## src/rtl/contador_modulo_param.sv

```systemverilog
// Cascaded modulo-N up/down counter: DIGITS digits of WIDTH bits each, counting 0..MODULUS-1,
// with synchronous parallel load, combinational terminal count and a registered wrap/blocked flag.
module contador_modulo_param #(
   parameter int WIDTH    = 4,
   parameter int MODULUS  = 10,
   parameter int DIGITS   = 2,
   parameter int SATURATE = 0
) (
   input  logic                      clk,
   input  logic                      clear,
   input  logic                      en,
   input  logic                      up,
   input  logic                      load,
   input  logic [DIGITS*WIDTH-1:0]   load_val,
   output logic [DIGITS*WIDTH-1:0]   q,
   output logic                      tc,
   output logic                      wrap
);

   localparam logic [WIDTH:0]   LP_MOD = (WIDTH+1)'(MODULUS);
   localparam logic [WIDTH-1:0] LP_MAX = WIDTH'(MODULUS - 1);

   function automatic logic [WIDTH-1:0] f_clamp(input logic [WIDTH-1:0] d);
      if ({1'b0, d} >= LP_MOD) return LP_MAX;
      return d;
   endfunction

   function automatic logic [WIDTH-1:0] f_step(input logic [WIDTH-1:0] d, input logic dir);
      if (dir) return (d == LP_MAX) ? '0 : d + 1'b1;
      return (d == '0) ? LP_MAX : d - 1'b1;
   endfunction

   logic [DIGITS*WIDTH-1:0] r_q;
   logic                    r_wrap;
   logic [DIGITS*WIDTH-1:0] w_q_cnt;
   logic [DIGITS*WIDTH-1:0] w_q_load;
   logic                    w_all_ext;
   logic                    w_tc;

   // Ripple the "all lower digits at their extreme" condition up the digit chain.
   always_comb begin : p_next
      logic v_c;
      v_c      = 1'b1;
      w_q_cnt  = r_q;
      w_q_load = '0;
      for (int i = 0; i < DIGITS; i++) begin
         if (v_c) w_q_cnt[i*WIDTH +: WIDTH] = f_step(r_q[i*WIDTH +: WIDTH], up);
         v_c = v_c & (up ? (r_q[i*WIDTH +: WIDTH] == LP_MAX) : (r_q[i*WIDTH +: WIDTH] == '0));
         w_q_load[i*WIDTH +: WIDTH] = f_clamp(load_val[i*WIDTH +: WIDTH]);
      end
      w_all_ext = v_c;
   end

   assign w_tc = en & w_all_ext;

   always_ff @(posedge clk) begin
      if (clear) begin
         r_q    <= '0;
         r_wrap <= 1'b0;
      end else if (load) begin
         r_q    <= w_q_load;
         r_wrap <= 1'b0;
      end else if (en) begin
         // In saturating mode a count at the extreme is blocked but still flagged.
         if (!((SATURATE != 0) && w_tc)) r_q <= w_q_cnt;
         r_wrap <= w_tc;
      end else begin
         r_wrap <= 1'b0;
      end
   end

   assign q    = r_q;
   assign tc   = w_tc;
   assign wrap = r_wrap;

endmodule

```

## config.mk

```make
export PLATFORM = sky130hd
export DESIGN_NAME = contador_modulo_param
export DESIGN_NICKNAME = d
export VERILOG_FILES = /design/src/rtl/contador_modulo_param.sv
export SDC_FILE = /design/constraint.sdc
export NUM_CORES = 1
export LEC_CHECK = 0
export ABC_CLOCK_PERIOD_IN_PS = 3800
export BUFFER_PORTS_ARGS = -buffer_cell sky130_fd_sc_hd__buf_2
export CAP_MARGIN = 20
export CORE_AREA = 3 3 43 45
export DETAILED_ROUTE_END_ITERATION = 8
export DIE_AREA = 0 0 46 48
export GPL_ROUTABILITY_DRIVEN = 0
export PLACE_DENSITY = 0.79
export SKIP_LAST_GASP = 1
export SYNTH_ARGS = -nofsm -noshare
export SYNTH_HDL_FRONTEND = slang
export SYNTH_SLANG_ARGS = --single-unit
```

## constraint.sdc

```tcl
create_clock -name clk -period 3.8 [get_ports clk]
set_input_delay 0.19 -clock clk [delete_from_list [all_inputs] [get_ports clk]]
set_output_delay 0.19 -clock clk [all_outputs]
set_load 0.03 [all_outputs]
```

Word-level counts from Yosys, hierarchy flattened
Index checks and enable logic that the tools add are counted.
Widths: inputs -> output; s select.
{ "totals": {"ff_bits": 9, "latch_bits": 0, "ramBits": 0, "romBits": 0, "input_bits": 13, "output_inout_bits": 10, "wordCells": 41, "mem_count": 0} }
{ "op_classes": {"addsub": 4, "multipliers": 0, "div": 0, "order_cmp": 2, "eq_ne": 2, "shift": 0, "n_mux": 21, "n_bitwise": 3, "n_reduce_logical": 6} }
{ "op_table": {"columns": ["op", "count"], "rows": [
  ["$mux 4", 13],
  ["$mux 8", 2],
  ["$add 4x1->4 const B", 2],
  ["$eq 4x4->1 const B", 2],
  ["$ge 4x4->1 const B", 2],
  ["$logic_not 4->1", 2],
  ["$sub 4x1->4 const B", 2],
  ["$mux 1", 6],
  ["$reduce_bool 2->1", 2],
  ["$reduce_or 3->1", 1],
  ["$and 1x1->1", 2],
  ["$reduce_and 2->1", 1],
  ["$not 1->1", 1]
]} }

Logic depth before layout (Yosys ltp)
Gate-level depths: netlist (run 1).
{ "depth": {"word_depth": 7, "mapped_depth": 6, "mapped_depth_nobuf": 4} }

Worst setup path before layout (run 1)
OpenSTA, ideal clock, no wires.
{ "synth_timing": {"path_kind": "register to register", "startpoint": "register r_q[3] (netlist: q[3])", "endpoint": "register r_wrap (netlist: wrap)", "setup_time_ns": 0.080, "t_arrival_ns": 1.919, "required_time_ns": 3.720, "setup_slack_ns": 1.801, "stages_incl_launch_ff": 6, "n_path_buf": 1, "synth_period_minus_slack_ns": 1.999, "cell_sequence": "dfxtp_1 > buf_4 > and3_1 > o211ai_4 > nor4_2 > nor3b_1"} }
{ "synth_between": {"elab_chain_cells": 4, "word_cells_on_any_way": 5, "classes_between": "eq/ne: 1; mux: 1; bitwise: 2; reduce/logical: 1"} }
{ "synth_rtl": {"columns": ["element", "line", "text"], "rows": [
  ["start: declaration", "33", "logic [DIGITS*WIDTH-1:0] r_q;"],
  ["start signal: assignment", "61", "r_q <= w_q_load;"],
  ["start signal: assignment", "65", "if (!((SATURATE != 0) && w_tc)) r_q <= w_q_cnt;"],
  ["$eq 4x4->1 / $logic_not 4->1 (equally long branches)", "48", "v_c = v_c & (up ? (r_q[i*WIDTH +: WIDTH] == LP_MAX) : (r_q[i*WIDTH +: WIDTH] == '0));"],
  ["$mux 1 *", "48", null],
  ["$and 1x1->1 *", "48", null],
  ["$and 1x1->1 *", "54", "assign w_tc = en & w_all_ext;"],
  ["named net tc", "16", "output logic tc,"],
  ["end signal: assignment", "66", "r_wrap <= w_tc;"],
  ["end: declaration", "34", "logic r_wrap;"]
]} }
The timed path passes the listed nets; every way through them passes the cells marked *.
A chain may end at the register's enable or synchronous reset.

Worst setup path after layout (run 1)
{ "layout_timing": {"startpoint": "register r_q[0] (netlist: q[0])", "endpoint": "output port tc"} }
{ "layout_between": {"elab_chain_cells": 4, "word_cells_on_any_way": 5, "classes_between": "eq/ne: 1; mux: 1; bitwise: 2; reduce/logical: 1"} }
{ "layout_rtl": {"columns": ["element", "line"], "rows": [
  ["$eq 4x4->1 / $logic_not 4->1 (equally long branches)", "48"],
  ["$mux 1 *", "48"],
  ["$and 1x1->1 *", "48"],
  ["$and 1x1->1 *", "54"],
  ["end: declaration", "16"]
]} }
Mark *: on every way between the ends. The rest lies on a longest branch, timed or not.

==> run summary, run 1 <==
WORST SETUP PATH
-----------------------------------------------------------------------------------------------
CP endpoint kind                                                                     output pin
Required time at the worst-slack endpoint                                               3.61 ns
Critical path data arrival time                                                         1.82 ns
Family of cells with the greatest summed delay on the critical path                  flip-flops
CP Launch Type                                                                             flop
Largest stage delay, worst path                                                         0.62 ns
Series of cell instances along the critical path                                   and3_1 > o211ai_4 > nor4_2 > buf_2
Cell type of the slowest stage on the worst timing path                                 dfxtp_1
Biggest fanout along the worst timing path                                                   12
Crit path kind                                                                          reg2out
Number of buffers and inverters on the critical path                                          1

CTS
-----------------------------------------------------------------------------------------------
Post-CTS setup repair buffer count                                                            0
TritonCTS Buffers                                                                             3
Post_cts resized                                                                              0
Clock input transition at the sequential cells of the worst setup and hold paths        0.07 ns
CTS tree                                                                                   done
Clock latency of the later-clocked register in the worst-skew pair                      0.27 ns
Maximum clock path buffer count                                                               2
Clock H-tree levels                                                                           1
Root Driver                                                                            clkbuf_4
Clock sink count                                                                              9
Number of buffers inserted by hold repair at cts                                              0

SYNTH
-----------------------------------------------------------------------------------------------
Complex-gate fraction of the synthesized area                                             28.6%
Portion of synthesized cell area occupied by the leading cell type                        22.4%
Main combinational cell family by area after synthesis                             simple AND/OR/NAND/NOR gates
Cell area after synthesis                                                               805 um2
Post-synthesis mux area share                                                                0%
Cell count after synthesis                                                                  102
Synth Net Count                                                                             115
Share of the yosys chip area belonging to registers                                       22.4%
Fraction of synthesis flops using an asynchronous set or reset pin                           0%
Area share of fa/ha/maj cells after synthesis                                                0%
Dominant cell type by area after synthesis                                              dfxtp_1
Post-synth top flop                                                                     dfxtp_1
Ranking of synthesized cells by area                                               dfxtp_1, a221oi_1, nor3_1
Yosys synthesis warning count                                                                 0
Most frequently used cell type in the post-synthesis netlist                            dfxtp_1
Number of library cell types mapped by synthesis                                             45
Area share of xor/xnor cells in the synthesized design                                    4.35%
Post-synth EDFFs                                                                              0
Most numerous cell types in the synthesized netlist                                dfxtp_1, nor2_1, nor3_1
Yosys reg bits                                                                                9
Mean cell area of the mapped netlist                                                   7.89 um2
Post-synthesis simple-gate area fraction                                                  33.6%

POWER
-----------------------------------------------------------------------------------------------
Clock network fraction of total power                                                     27.7%
Switching share of power                                                                  37.7%
Internal power consumption                                                             0.178 mW
Pwr Total                                                                              0.286 mW
Sequential power share                                                                    42.3%
VDD IR-drop max                                                                      0.000250 V
Total leakage power                                                                    0.355 nW
Logic gate share of total power                                                           30.0%
Power per cell area                                                                  324 nW/um2
Reported net switching power                                                           0.108 mW

FLOORPLANNING
-----------------------------------------------------------------------------------------------
Core region area                                                                       1510 um2
I/O pins                                                                                     23
FP Rows                                                                                      14
Total Die Area                                                                         2210 um2
Die Height                                                                                48 um
Effective utilization at floorplan                                                        53.4%
Chip Width                                                                                46 um

LAYOUT
-----------------------------------------------------------------------------------------------
Share of final-layout standard cells stronger than drive strength 1                       27.0%
Filler Cell Count                                                                           133
Inserted Diodes                                                                               0
Seq. cell area                                                                          180 um2
P&R area growth vs syn                                                                    9.80%
Area of the multi-input gates                                                           536 um2
Layout Nets                                                                                 129

GRT
-----------------------------------------------------------------------------------------------
Maximum number of pins on one net before global-route repair                                 22
Total GRT Usage                                                                           19.6%
Total gr overflow                                                                             0
Vias in the first global route                                                              693
First-pass GRT wire length                                                              3140 um
Number of antenna violations at the first check in global routing                             0

ROUTING
-----------------------------------------------------------------------------------------------
Drt wl/cell                                                                             14.3 um
Sum of routed wire length over all layers                                               1880 um
Remaining DRCs                                                                                0
Total iterations of the first detailed-routing run                                            4
Per-cell via count in the routed design                                                    6.26
Via count                                                                                   820
Antenna viol nets, final                                                                      0
Number of DRC violations after detailed-routing iteration 0                                  19

TIMING
-----------------------------------------------------------------------------------------------
Count of endpoints failing hold in the final timing report                                    0
Unrepaired setup endpoints after global routing                                           false
Min Clock Period, post-route                                                            2.01 ns
F_max                                                                                 0.498 GHz
Largest clock skew in the final design                                               0.00250 ns
Tightest slew margin relative to the limit                                                68.2%
Total negative slack for setup checks                                                      0 ns
Number of setup violations in the final report                                                0
Fraction of the cycle the final worst path needs                                          52.8%
Number of slew-limit violations in the final report                                           0
Transition time of the tightest slew-check pin                                         0.476 ns

STATUS
-----------------------------------------------------------------------------------------------
Status                                                                                completed

PLACEMENT
-----------------------------------------------------------------------------------------------
Half-perimeter wire length after detailed placement                                     1360 um
Number of input and output port buffers inserted                                             22

HOLD PATH
-----------------------------------------------------------------------------------------------
Path category of the worst min-delay check                                               in2reg

FLOW RUN
-----------------------------------------------------------------------------------------------
Maximum Capacitance Violations                                                                0

final cells by class:
class	count	area share [%]
Inverter	3	1.27
Timing Repair Buffer	22	12.5
Tap cell	16	2.27
Clock buffer	4	2.97
Sequential cell	9	20.4
Multi-Input combinational cell	77	60.6
flip-flops by register name (all words and copies together), names as in the netlist:
| register | count |
|---|---|
| q | 8 |
| wrap | 1 |
layer usage:
layer	up-vias	track usage [%]	wire length, um
li1	412	-	-
met1	376	27.9	885
met2	27	28.6	872
met3	5	2.26	82
met4	0	10.2	38
met5	-	0	0
cell families after synthesis:
logic type,count (synthesis)
AOI/OAI and AO/OA,30
xor gates and xnor gates,4
buffers and inverters,16
DFF,9
and+or+nand+nor,43
metrics by stage:
step	hold WS, ns	area [um2]	std cells	setup WS [ns]	utilization (%)
after floorplan	0.364	805	102	1.80	-
after global placement	0.494	857	127	2.13	56.9
after detailed placement	0.502	857	127	2.05	56.9
after CTS	0.216	883	131	1.80	58.6
after global routing	0.257	883	131	1.69	58.6
final	0.211	883	131	1.79	58.6
placed cells by master (no fill, tap or decap), drive strengths merged:
cell / instances
buf: 22
a211oi: 2
and4b: 1
nand3b: 1
o21bai: 1
nor4: 4
xor2: 1
o22ai: 1
a221oi: 5
nor2: 7
a311oi: 2
nand2b: 4
or3: 2
o21ai: 5
dfxtp: 9
nand2: 4
a21oi: 4
o211ai: 2
o41ai: 1
clkbuf: 4
nor3: 7
a21o: 1
xnor2: 3
nor2b: 3
and3: 3
nor4b: 1
o31a: 1
and4: 1
a31oi: 1
and2: 2
inv: 3
o2111a: 1
nand4: 1
or2: 1
o221ai: 1
o21a: 2
nor3b: 1
worst reg2reg max path, cell delays in order (launching register included):
cell and delay [ns]:
dfxtp_1 0.62, and3_1 0.29, o211ai_4 0.14, or3_1 0.39, a311oi_1 0.25
power by group through the flow:
stage | sequential, mW | clock (mW) | combinational [mW]
after CTS | 0.120 | 0.0788 | 0.0858
after global routing | 0.123 | 0.0851 | 0.0944
after global placement | 0.121 | 0 | 0.0840
after detailed placement | 0.122 | 0 | 0.0851
after floorplan | 0.121 | 0 | 0.0707
final | 0.121 | 0.0791 | 0.0858
worst paths after layout:
| check | from | end | slack (ns) | depth (start not counted) |
|---|---|---|---|---|
| setup / recovery | q[0] | tc | 1.79 | 4 |
| setup reg to reg | q[0] | q[7] | 2.02 | 4 |
| hold reg to reg | q[7] | q[7] | 0.59 | 2 |
| hold / removal | load_val[0] | q[0] | 0.21 | 3 |
Power figures use the tool's default switching activity.
==> inputs of run 2 (changes only) <==
- ABC_CLOCK_PERIOD_IN_PS: 3800 -> 1900
- CORE_AREA: 3 3 43 45 -> 3 3 45 47
- DIE_AREA: 0 0 46 48 -> 0 0 48 50
- PLACE_DENSITY: 0.79 -> 0.73
- clock period: 3.8 -> 1.9 ns (I/O delays scaled with it)
==> run 2 against run 1 <==
Worst hold slack lost 0.081 ns. Critical path type unchanged. Combinational power grew 110%. Die area grew 8.7%. First-iteration DRC count shrank 37%. Power grew 99%.
==> run summary, run 2 (synthesized netlist as in run 1, its figures left out) <==
ROUTING
-----------------------------------------------------------------------------------------------
Via count                                                                                   789   -3.8%
Per-cell via count in the routed design                                                    5.93   -5.2%
Number of DRC violations after detailed-routing iteration 0                                  12   -7
Remaining DRCs                                                                                0   unchanged
Total iterations of the first detailed-routing run                                            4   unchanged
Antenna viol nets, final                                                                      0   unchanged
Sum of routed wire length over all layers                                               1820 um   -3.0%
Drt wl/cell                                                                             13.7 um   -4.4%

GRT
-----------------------------------------------------------------------------------------------
Number of antenna violations at the first check in global routing                             0   unchanged
First-pass GRT wire length                                                              3040 um   -3.1%
Total GRT Usage                                                                           16.8%   -2.8 points
Met1 global-route usage                                                                   26.6%   -1.3 points
GR Layer Usage met2                                                                       22.7%   -5.9 points
Met3 usage                                                                                1.09%   -1.2 points
Maximum number of pins on one net before global-route repair                                 22   unchanged
Vias in the first global route                                                              681   -1.7%
Most crowded layer after global routing                                                    met1
Total gr overflow                                                                             0   unchanged

FLOORPLANNING
-----------------------------------------------------------------------------------------------
I/O pins                                                                                     23   unchanged
Effective utilization at floorplan                                                        47.6%   -5.8 points
Chip Width                                                                                48 um   +4.3%
Core region area                                                                       1690 um2   +12%
FP Rows                                                                                      15   +1
Die Height                                                                                50 um   +4.2%
Total Die Area                                                                         2400 um2   +8.7%

TIMING
-----------------------------------------------------------------------------------------------
Fraction of the cycle the final worst path needs                                          88.8%
F_max                                                                                 0.593 GHz
Worst hold slack                                                                       0.130 ns   -0.0810 ns
Unrepaired setup endpoints after global routing                                           false
Min Clock Period, post-route                                                            1.69 ns
Number of slew-limit violations in the final report                                           0   unchanged
Transition time of the tightest slew-check pin                                         0.434 ns   -0.0421 ns
Total negative slack for setup checks                                                      0 ns   unchanged
Count of endpoints failing hold in the final timing report                                    0   unchanged
Number of setup violations in the final report                                                0   unchanged
Tightest slew margin relative to the limit                                                71.0%   +2.8 points
Largest clock skew in the final design                                               0.00255 ns   +0.0000484 ns

CTS
-----------------------------------------------------------------------------------------------
Root Driver                                                                            clkbuf_4
Clock latency of the later-clocked register in the worst-skew pair                      0.26 ns   about the same
Post_cts resized                                                                              0   unchanged
CTS tree                                                                                   done
Clock input transition at the sequential cells of the worst setup and hold paths        0.06 ns   about the same
Number of buffers inserted by hold repair at cts                                              0   unchanged
Maximum clock path buffer count                                                               2   unchanged
TritonCTS Buffers                                                                             3   unchanged
Post-CTS setup repair buffer count                                                            0   unchanged
Clock sink count                                                                              9   unchanged
Clock H-tree levels                                                                           1   unchanged

WORST SETUP PATH
-----------------------------------------------------------------------------------------------
Critical path data arrival time                                                         1.59 ns   -0.23 ns
Required time at the worst-slack endpoint                                               1.80 ns   -1.81 ns
Crit path kind                                                                          reg2out
CP Launch Type                                                                             flop
Biggest fanout along the worst timing path                                                   12   unchanged
CP endpoint kind                                                                     output pin

POWER
-----------------------------------------------------------------------------------------------
Switching share of power                                                                  36.6%   -1.1 points
Total leakage power                                                                    0.361 nW   +1.7%
Logic gate share of total power                                                           31.3%   +1.3 points
VDD IR-drop max                                                                      0.000410 V   +64%
Sequential power share                                                                    42.6%   +0.3 points
Clock network fraction of total power                                                     26.1%   -1.6 points
Internal power consumption                                                             0.360 mW   +100%
Pwr Total                                                                              0.567 mW   +99%
Power per cell area                                                                  628 nW/um2   +94%
Reported net switching power                                                           0.208 mW   +93%

LAYOUT
-----------------------------------------------------------------------------------------------
Highest-count cells in the layout ignoring fill and taps                           buf_2, dfxtp_1, nor3_1, nor2_1, a221oi_1
Layout Nets                                                                                 130   +0.78%
Share of final-layout standard cells stronger than drive strength 1                       29.3%   +2.4 points
P&R area growth vs syn                                                                    12.3%
Commonest non-fill, non-tap cell in the layout                                            buf_2
Inserted Diodes                                                                               0   unchanged
Flip-flop count of the largest register after layout                                          8   unchanged

PLACEMENT
-----------------------------------------------------------------------------------------------
Half-perimeter wire length after detailed placement                                     1300 um   -4.0%
Number of input and output port buffers inserted                                             22   unchanged

HOLD PATH
-----------------------------------------------------------------------------------------------
Path category of the worst min-delay check                                               in2reg

STATUS
-----------------------------------------------------------------------------------------------
Status                                                                                completed

FLOW RUN
-----------------------------------------------------------------------------------------------
Maximum Capacitance Violations                                                                0   unchanged

[run 2: cell types whose count changed in the layout (fill, tap and decap cells not counted)]
cell | before | now
nor4_4 | 0 | 1
buf_4 | 0 | 1
nor4_2 | 2 | 1
dfxtp_2 | 0 | 2
dfxtp_1 | 9 | 7
[run 2: final cells by class]
type	count	area (um2)
clock buffer	4	26.3
fill	159	786
inverter	3	11.3
multi-input combinational	77	544
sequential	9	183
tap	17	21.3
timing repair buffer	23	118
[run 2: worst paths after layout]
check | startpoint | end | slack (ns) | cells past startpoint
worst min-delay path | load_val[1] | q[1] | 0.13 | 3
worst max-delay path | q[4] | tc | 0.21 | 4
worst min register to register | q[7] | q[7] | 0.60 | 2
worst max register to register | q[4] | q[7] | 0.28 | 4
[run 2: critical path, cell delays in order (launching register included)]
cell     delay [ns]
dfxtp_1        0.57
and2_1         0.24
a21oi_1        0.11
nor4_4         0.18
buf_2          0.24
[run 2: stage by stage]
stage	instance area, um2	setup slack, ns	std cells	util [%]
2_1_floorplan	813	0.108	102	-
3_5_place_dp	875	0.220	129	51.8
6_report	903	0.213	133	53.5
5_1_grt	903	0.105	133	53.5
3_3_place_gp	875	0.293	129	51.8
4_1_cts	901	0.109	133	53.3
[run 2: power by group through the flow]
stage / Sequential [mW] / Combinational [mW] / Clock (mW)
floorplan: 0.243 / 0.144 / 0
detailed placement: 0.244 / 0.176 / 0
global route: 0.246 / 0.194 / 0.161
finish: 0.242 / 0.178 / 0.148
CTS: 0.240 / 0.178 / 0.150
global placement: 0.242 / 0.175 / 0
[run 2: layer usage]
metal / wire (um) / share of wire, %
met5: 0 / 0
met4: 16 / 0.88
met3: 57 / 3.1
met2: 805 / 44
met1: 943 / 52
==> inputs of run 3 (changes only) <==
- ABC_CLOCK_PERIOD_IN_PS: 1900 -> 1400
- CORE_AREA: 3 3 45 47 -> 3 3 47 49
- DIE_AREA: 0 0 48 50 -> 0 0 50 52
- PLACE_DENSITY: 0.73 -> 0.7
- clock period: 1.9 -> 1.4 ns (I/O delays scaled with it)
==> run 3 against run 2 <==
The run now ends with negative setup slack left. Sequential share of layout area shrank 1.7 points. Power grew 48%. Worst setup slack lost 0.31 ns. Sequential cell count is the same. Clock power grew 41%. Utilization grew 3.5 points. Count of clock-buffer cells in the layout is the same.
==> run summary, run 3 (synthesized netlist as in run 1, its figures left out) <==
GRT
-----------------------------------------------------------------------------------------------
Total GRT Usage                                                                           16.5%   -0.30 points
Maximum number of pins on one net before global-route repair                                 13   -41%
Total gr overflow                                                                             0   unchanged
First-pass GRT wire length                                                              3320 um   +9.1%
Vias in the first global route                                                              710   +4.3%
Number of antenna violations at the first check in global routing                             0   unchanged

TIMING
-----------------------------------------------------------------------------------------------
Number of slew-limit violations in the final report                                           0   unchanged
Transition time of the tightest slew-check pin                                         0.448 ns   +0.0138 ns
Tightest slew margin relative to the limit                                                69.9%   -1.2 points
Worst hold slack                                                                       0.106 ns   -0.0235 ns
Min Clock Period, post-route                                                            1.50 ns
Largest clock skew in the final design                                               0.00454 ns   +0.00199 ns
Setup slack of the critical path after layout                                        -0.0962 ns   -0.309 ns
Count of endpoints failing hold in the final timing report                                    0   unchanged
F_max                                                                                 0.668 GHz
Number of setup violations in the final report                                                3   +3
Unrepaired setup endpoints after global routing                                            true
Fraction of the cycle the final worst path needs                                           107%

FLOORPLANNING
-----------------------------------------------------------------------------------------------
Die Height                                                                                52 um   +4.0%
FP Rows                                                                                      16   +1
Chip Width                                                                                50 um   +4.2%
Effective utilization at floorplan                                                        42.3%   -5.3 points
Total Die Area                                                                         2600 um2   +8.3%
I/O pins                                                                                     23   unchanged
Core region area                                                                       1900 um2   +13%

LAYOUT
-----------------------------------------------------------------------------------------------
Inserted Diodes                                                                               0   unchanged
Highest-count cells in the layout ignoring fill and taps                           buf_2, buf_4, nor3_1, nor2_1
Share of final-layout standard cells stronger than drive strength 1                       45.7%   +16 points
Commonest non-fill, non-tap cell in the layout                                            buf_2
P&R area growth vs syn                                                                    34.7%
Layout Nets                                                                                 141   +8.5%
Filler Cell Count                                                                           184   +16%
Flip-flop count of the largest register after layout                                          8   unchanged
Number of standard cells in the layout, taps in and fillers out                             154   +16%
Final standard cell area without fillers                                               1080 um2   +20%

ROUTING
-----------------------------------------------------------------------------------------------
Remaining DRCs                                                                                0   unchanged
Drt wl/cell                                                                             13.9 um   +1.7%
Sum of routed wire length over all layers                                               2150 um   +18%
Per-cell via count in the routed design                                                    5.51   -7.2%
Antenna viol nets, final                                                                      0   unchanged
Total iterations of the first detailed-routing run                                            4   unchanged
Via count                                                                                   848   +7.5%
Number of DRC violations after detailed-routing iteration 0                                  34   +22

FLOW RUN
-----------------------------------------------------------------------------------------------
Maximum Capacitance Violations                                                                0   unchanged

HOLD PATH
-----------------------------------------------------------------------------------------------
Path category of the worst min-delay check                                               in2reg

PLACEMENT
-----------------------------------------------------------------------------------------------
Half-perimeter wire length after detailed placement                                     1510 um   +16%
Cells after DPL                                                                             147   +14%
Number of input and output port buffers inserted                                             22   unchanged
Cell area reported after detailed placement                                             985 um2   +13%

STATUS
-----------------------------------------------------------------------------------------------
Violated checks                                                                    negative setup slack
Status                                                                             finished with violations

CTS
-----------------------------------------------------------------------------------------------
TritonCTS Buffers                                                                             3   unchanged
Clock latency of the later-clocked register in the worst-skew pair                      0.26 ns   about the same
Number of buffers inserted by hold repair at cts                                              0   unchanged
CTS tree                                                                                   done
Clock input transition at the sequential cells of the worst setup and hold paths        0.07 ns   about the same
Clock H-tree levels                                                                           1   unchanged
Maximum clock path buffer count                                                               2   unchanged
Clock sink count                                                                              9   unchanged
Root Driver                                                                            clkbuf_4

WORST SETUP PATH
-----------------------------------------------------------------------------------------------
Required time at the worst-slack endpoint                                               1.33 ns   -0.47 ns
CP Launch Type                                                                             flop
CP endpoint kind                                                                     output pin
Crit path kind                                                                          reg2out
Setup slack of the most critical reg-to-reg path                                       -0.08 ns   -0.36 ns
Critical path data arrival time                                                         1.43 ns   -0.16 ns
Biggest fanout along the worst timing path                                                    4   -8

POWER
-----------------------------------------------------------------------------------------------
Power per cell area                                                                  777 nW/um2   +24%
Total leakage power                                                                    0.439 nW   +22%
VDD IR-drop max                                                                      0.000584 V   +42%

## run 3: cell types whose count changed in the layout (fill, tap and decap cells not counted), moves of 3 or more
cell and delta:
buf_6 +3, dfxtp_1 -6, buf_4 +9, dfxtp_4 +4
## run 3: layer usage
metal / up-vias / part of all wire, % / global-route usage (%)
li1: 430 / - / -
met1: 388 / 49 / 24.7
met2: 28 / 44 / 23.3
met3: 2 / 6.3 / 2.01
met4: 0 / 0.79 / 6.91
met5: - / 0 / 0
## run 3: per-stage QoR
step           setup TNS, ns  worst slack [ns]  utilization, %  power, mW
6_report              -0.180           -0.0962            57.0      0.842
5_1_grt               -0.626            -0.186            57.0      0.887
4_1_cts               -0.245            -0.114            54.5      0.824
3_5_place_dp               0            0.0162            51.8      0.607
3_3_place_gp               0            0.0581            51.8      0.600
2_1_floorplan         -0.349            -0.256               -      0.541
## run 3: critical path, stage by stage (launching register included)
cell      delay [ns]
dfxtp_4         0.36
nor3_4          0.21
o211ai_4        0.12
nor4_4          0.30
buf_6           0.17
## run 3: cell type report
class,count,area (um2),share of cell area [%]
multi-input cells,77,598,55.2
repair buffers,34,214,19.7
well taps,27,33.8,3.12
inverters,3,11.3,1.04
flip-flops and latches,9,200,18.5
clock buffers,4,26.3,2.42
## run 3: path summary, 6_finish.rpt
check | end | cells past startpoint | start
max | tc | 4 | q[0]
min reg2reg | q[7] | 2 | q[7]
min | q[0] | 3 | load_val[3]
max reg2reg | q[7] | 5 | q[0]
## run 3: power by group
part	internal, mW	switching [mW]	total (mW)
Sequential	0.277	0.0395	0.316
Combinational	0.140	0.177	0.317
Clock	0.110	0.0989	0.209
Total	0.527	0.315	0.842
## run 3: timing repair
action	4_1_cts	5_1_grt
pin swaps	3	4
cloned	0	0
resized for setup	1	9
buffers inserted	3	0
endpoints found under the setup margin	2	8
